<file path="src/rtl/debounce_pkg.sv">
`default_nettype none
// +---------------------------------------------------------------------------+
// | Package : debounce_pkg                                                    |
// | Shared debounce timing helpers and the edge type used by consumers.       |
// | Revision: 1.0                                                             |
// +---------------------------------------------------------------------------+
package debounce_pkg;

  typedef enum logic [1:0] {
    EDGE_NONE = 2'd0,
    EDGE_RISE = 2'd1,
    EDGE_FALL = 2'd2
  } edge_t;

  function automatic int db_ticks(input int sim, input int clk_hz, input int ms,
                                  input int sim_ticks);
    if (sim != 0) return sim_ticks;
    return (clk_hz / 1000) * ms;
  endfunction

  // Width that holds DB_TICKS-1, never below one bit.
  function automatic int cnt_width(input int ticks);
    if (ticks <= 2) return 1;
    return $clog2(ticks);
  endfunction

endpackage
`default_nettype wire

</file>
<file path="src/rtl/debounce_channel.sv">
`default_nettype none
// +---------------------------------------------------------------------------+
// | Module  : debounce_channel                                                |
// | One switch: 2-FF synchroniser, stability counter, level and edge pulses.  |
// | Revision: 1.0                                                             |
// +---------------------------------------------------------------------------+
module debounce_channel
  import debounce_pkg::*;
#(
  parameter int DB_TICKS = 2
) (
  input  logic clk,
  input  logic i_rst_n,
  input  logic i_sw,
  output logic o_db,
  output logic o_rise,
  output logic o_fall
);

  localparam int            CW     = cnt_width(DB_TICKS);
  localparam logic [CW-1:0] C_TERM = CW'(DB_TICKS - 1);

  logic          r_meta;
  logic          r_sync;
  logic          r_db;
  logic          r_db_d;
  logic [CW-1:0] r_cnt;

  always_ff @(posedge clk or negedge i_rst_n) begin
    if (!i_rst_n) begin
      r_meta <= 1'b0;
      r_sync <= 1'b0;
      r_db   <= 1'b0;
      r_db_d <= 1'b0;
      r_cnt  <= '0;
    end else begin
      r_meta <= i_sw;
      r_sync <= r_meta;
      r_db_d <= r_db;
      // Any return to the current level before terminal count restarts the wait.
      if (r_sync != r_db) begin
        if (r_cnt == C_TERM) begin
          r_db  <= r_sync;
          r_cnt <= '0;
        end else begin
          r_cnt <= r_cnt + 1'b1;
        end
      end else begin
        r_cnt <= '0;
      end
    end
  end

  assign o_db   = r_db;
  assign o_rise = r_db & ~r_db_d;
  assign o_fall = ~r_db & r_db_d;

endmodule
`default_nettype wire

</file>
<file path="src/rtl/switch_debounce_bank.sv">
`default_nettype none
// +---------------------------------------------------------------------------+
// | Module  : switch_debounce_bank                                            |
// | N-channel switch debouncer with rise/fall pulses and any_edge summary.    |
// | Optional sticky change flags: define DEBOUNCE_STICKY_EN.                  |
// | Revision: 1.0                                                             |
// +---------------------------------------------------------------------------+
module switch_debounce_bank
  import debounce_pkg::*;
#(
  parameter int N_CH        = 16,
  parameter int SIMULACION  = 0,
  parameter int CLK_HZ      = 10_000_000,
  parameter int DEBOUNCE_MS = 10,
  parameter int SIM_TICKS   = 2
) (
  input  logic            clk,
  input  logic            reset,
  input  logic [N_CH-1:0] sw_in,
  output logic [N_CH-1:0] sw_db,
  output logic [N_CH-1:0] sw_rise,
  output logic [N_CH-1:0] sw_fall,
  output logic            any_edge,
  output logic [N_CH-1:0] changed,
  input  logic [N_CH-1:0] changed_clr
);

  localparam int DB_TICKS = db_ticks(SIMULACION, CLK_HZ, DEBOUNCE_MS, SIM_TICKS);

  // Assert immediately, release on the second clock after reset goes high.
  logic [1:0] r_rst_sync;
  logic       w_rst_n;

  always_ff @(posedge clk or negedge reset) begin
    if (!reset) begin
      r_rst_sync <= 2'b00;
    end else begin
      r_rst_sync <= {r_rst_sync[0], 1'b1};
    end
  end

  assign w_rst_n = r_rst_sync[1];

  for (genvar gi = 0; gi < N_CH; gi++) begin : g_ch
    debounce_channel #(
      .DB_TICKS (DB_TICKS)
    ) u_ch (
      .clk     (clk),
      .i_rst_n (w_rst_n),
      .i_sw    (sw_in[gi]),
      .o_db    (sw_db[gi]),
      .o_rise  (sw_rise[gi]),
      .o_fall  (sw_fall[gi])
    );
  end

  assign any_edge = |(sw_rise | sw_fall);

`ifdef DEBOUNCE_STICKY_EN
  logic [N_CH-1:0] r_changed;

  // Set is ORed in after the clear so a coincident event keeps the flag.
  always_ff @(posedge clk or negedge w_rst_n) begin
    if (!w_rst_n) begin
      r_changed <= '0;
    end else begin
      r_changed <= (r_changed & ~changed_clr) | sw_rise | sw_fall;
    end
  end

  assign changed = r_changed;
`else
  logic w_unused_clr;

  assign changed      = '0;
  assign w_unused_clr = ^changed_clr;
`endif

endmodule
`default_nettype wire
</file>
<file path="config.mk">
export PLATFORM = sky130hd
export DESIGN_NAME = switch_debounce_bank
export DESIGN_NICKNAME = d
export VERILOG_FILES = /design/src/rtl/debounce_pkg.sv /design/src/rtl/debounce_channel.sv /design/src/rtl/switch_debounce_bank.sv
export SDC_FILE = /design/constraint.sdc
export NUM_CORES = 1
export LEC_CHECK = 0
export BUFFER_PORTS_ARGS = -buffer_cell sky130_fd_sc_hd__buf_2
export CELL_PAD_IN_SITES_DETAIL_PLACEMENT = 0
export CELL_PAD_IN_SITES_GLOBAL_PLACEMENT = 2
export CORE_ASPECT_RATIO = 1.5
export CORE_UTILIZATION = 36
export CTS_CLUSTER_DIAMETER = 200
export DETAILED_ROUTE_END_ITERATION = 16
export GPL_TIMING_DRIVEN = 1
export PLACE_DENSITY = 0.86
export SYNTH_ARGS = -nofsm -noshare
export SYNTH_HDL_FRONTEND = slang
export SYNTH_SLANG_ARGS = --single-unit
</file>
<file path="constraint.sdc">
create_clock -name clk -period 9.6 [get_ports clk]
set_input_delay 0.96 -clock clk [delete_from_list [all_inputs] [get_ports clk]]
set_output_delay 0.96 -clock clk [all_outputs]
set_load 0.03 [all_outputs]
</file>
==> impl_metrics.ini <==
[placed_design]
place_ws_ps = 6760
gp_congestion = 0.773
io_buffers = 66
dpl.hpwl_um = 21800

[floorplanning]
die_height_um = 265
floorplan.core_area_um2 = 45600
initial_core_util = 0.363
number_of_top_level_pins = 99
die_w_um = 177
rows = 96
dieArea_um2 = 46900

[synth]
synth_top_cells_by_count = sky130_fd_sc_hd__dfrtp_1, sky130_fd_sc_hd__nor2_1, sky130_fd_sc_hd__xnor2_1
synth-async-reset-ratio = 1.00
synthMostInstantiatedCell = sky130_fd_sc_hd__dfrtp_1
syn_inst = 1618
postSynth.topFlopCell = sky130_fd_sc_hd__dfrtp_1
synth_sequential_area_ratio = 0.510
synthDominantCellAreaShare = 0.510
synth.cell_area_um2 = 16600
synthDistinctLibCells = 41
ys_seq_elements = 338
synth_edf_count = 0
synth_area_per_cell_um2 = 10.2
netlist.top_cell.by_area = sky130_fd_sc_hd__dfrtp_1
ys_warn_count = 0
post_synth_main_area_contributors = sky130_fd_sc_hd__dfrtp_1, sky130_fd_sc_hd__xnor2_1, sky130_fd_sc_hd__nor2_1

[clock_tree]
clock_tree.root_cell = sky130_fd_sc_hd__clkbuf_16
postCtsHoldBufs = 0
cts.htree.levels = 2
cts.repair_timing.setup_buffer_count = 0
clock_network_latency_to_the_later_pin_of_the_worst_skew_pair_ps = 520
clk_path_buf_depth = 3
cts_resized = 0
cts_buffers = 36
cts.sinks = 338
clk_pin_slew_ps = 60
cts_tree = yes

[timing]
timing_limited_maximum_frequency_mhz = 303
timing.final.ws_setup_ps = 6300
rsz0062_at_grt = false
clock-skew-final_ps = 14.5
finalSetupTns_ps = 0
pins_over_their_slew_limit = 0
timing.slew.headroom = 0.264
setup_viol_count_final = 0
final-hold-violation-count = 0
timing_worst_slew_pin_value_ps = 1100
final.min_clock_period_ps = 3300
post-route-period-util = 0.343

[finish]
fin_nets = 1725
synthToLayoutAreaGrowth_pct = 11.4
insertedDiodeCount = 0
drive_above_1_share = 0.101

[drt]
wirelength_um = 31700
detail_route.wl_per_cell_um = 14.1
drt_drc_violations_left = 0
via_per_instance_ratio = 5.02
total_vias_in_the_final_route = 11316
count_of_antenna_violating_nets_left_after_detailed_routing = 0
dr.pass1.iters = 5
drt_iter0_drc = 428

[outcome]
run_status = finished clean

[global_route]
largest_net_degree_at_the_start_of_global_routing = 71
via_count_of_the_first_global_routing_pass = 11418
grt_pass1_wl_um = 55100
grt_util_all_layers = 0.141
grt_overflow_total = 0
initial_antenna_violation_count = 0

[worst_setup_path]
worst-setup-path-type = flip-flop to primary output
worst_setup_path_end_kind = primary output
worstReg2RegStart = g_ch[10].u_ch.r_cnt[0]
worst_setup_path_startpoint = g_ch[4].u_ch.o_db
cp_top_family = simple AND/OR/NAND/NOR gates
worst-path-buf-inv = 1
worst_setup_path_start_kind = flip-flop
critPathSlowestCell = sky130_fd_sc_hd__or4_1
critPathRequiredTime_ps = 8640
cpPeakStageDelay_ps = 560
critPathMaxFanout = 6
critPathArrivalTime_ps = 2340
timing.critical_path.cells = ha_1, nand4_1, or4_1, buf_2

[worst_hold_path]
min_path_type = input port to async pin

[pwr]
pwr_density_cell_nw_per_um2 = 172
power.static_leakage_nw = 7.60
ir_drop_mv = 0.126

[job]
cap_viol_max_count = 0
==> metrics by stage <==
stage | hold slack (ps) | cell area (µm²) | power (mW) | util | std cells
CTS | 185 | 18500 | 3.24 | 0.405 | 2256
floorplan | 331 | 16600 | 1.58 | - | 1633
finish | 214 | 18500 | 3.18 | 0.405 | 2256
global route | 192 | 18500 | 3.31 | 0.405 | 2256
detailed placement | 335 | 17100 | 1.60 | 0.374 | 2193
global placement | 333 | 17100 | 1.60 | 0.374 | 2193
==> metal layers <==
layer | GRT usage | part of all wire
met3 | 0.0211 | 0.031
met5 | 0 | 0
met2 | 0.249 | 0.52
met4 | 0.0452 | 0.021
met1 | 0.174 | 0.43
==> placed cells by master, fill, tap and decap left out, types with 12 or more instances in the layout <==
cell | netlist | final
sky130_fd_sc_hd__nand2_1 | 75 | 75
sky130_fd_sc_hd__xnor2_1 | 148 | 148
sky130_fd_sc_hd__a21oi_1 | 22 | 22
sky130_fd_sc_hd__nand3_1 | 88 | 88
sky130_fd_sc_hd__conb_1 | 2 | 17
sky130_fd_sc_hd__nand4_1 | 101 | 101
sky130_fd_sc_hd__o21ai_0 | 13 | 13
sky130_fd_sc_hd__dfrtp_1 | 338 | 337
sky130_fd_sc_hd__ha_1 | 48 | 48
sky130_fd_sc_hd__and2_1 | 14 | 14
sky130_fd_sc_hd__nor2_1 | 252 | 252
sky130_fd_sc_hd__buf_2 | 15 | 66
sky130_fd_sc_hd__xor2_1 | 86 | 86
sky130_fd_sc_hd__or3_1 | 23 | 23
sky130_fd_sc_hd__mux2_2 | 16 | 16
sky130_fd_sc_hd__inv_1 | 72 | 72
sky130_fd_sc_hd__nor4_1 | 72 | 72
sky130_fd_sc_hd__and4_1 | 22 | 22
sky130_fd_sc_hd__nor3_1 | 49 | 49
sky130_fd_sc_hd__nor4bb_1 | 12 | 12
sky130_fd_sc_hd__clkbuf_16 | 0 | 37
==> state kept, by name, summed over array words and instances, names as in the netlist <==
name and flops:
g_ch.u_ch.r_sync 16, g_ch.u_ch.o_db 16, r_rst_sync 2, g_ch.u_ch.r_cnt 272, g_ch.u_ch.r_db_d 16, g_ch.u_ch.r_meta 16
==> where the power goes <==
part	total [mW]	switching, mW	internal (mW)	leakage, nW
registers	1.48	0.0278	1.45	4.60
clock network	1.61	0.575	1.04	0.679
logic	0.0927	0.0686	0.0241	2.32
==> cells by family after synthesis <==
group / count (synthesis) / share of synthesized area
fa+ha+maj: 48 / 0.0362
mux: 16 / 0.0109
simple gates: 754 / 0.236
flops: 338 / 0.510
other cells: 2 / 0.000453
xor+xnor: 234 / 0.124
compound gates: 55 / 0.0268
buf+inv: 171 / 0.0560
==> cell type report <==
type                       count  area, µm²
clock buffer                  47       1050
clock inverter                16        335
fill                        4463      27200
inverter                      72        270
multi-input combinational   1124       7250
sequential                   338       8460
tap                          588        736
timing repair buffer          71        368
==> path summary, 6_finish.rpt <==
path                                      endpoint  cells past startpoint  slack (ps)
min reg2reg                    g_ch[0].u_ch.r_sync                      0         350
min                                  r_rst_sync[1]                      1         210
max in group asynchronous    g_ch[7].u_ch.r_cnt[0]                      2        7470
min in group clk               g_ch[0].u_ch.r_sync                      0         350
max                                       any_edge                      4        6300
max reg2reg                g_ch[10].u_ch.r_cnt[11]                      5        7280
Power figures use the tool's default switching activity.
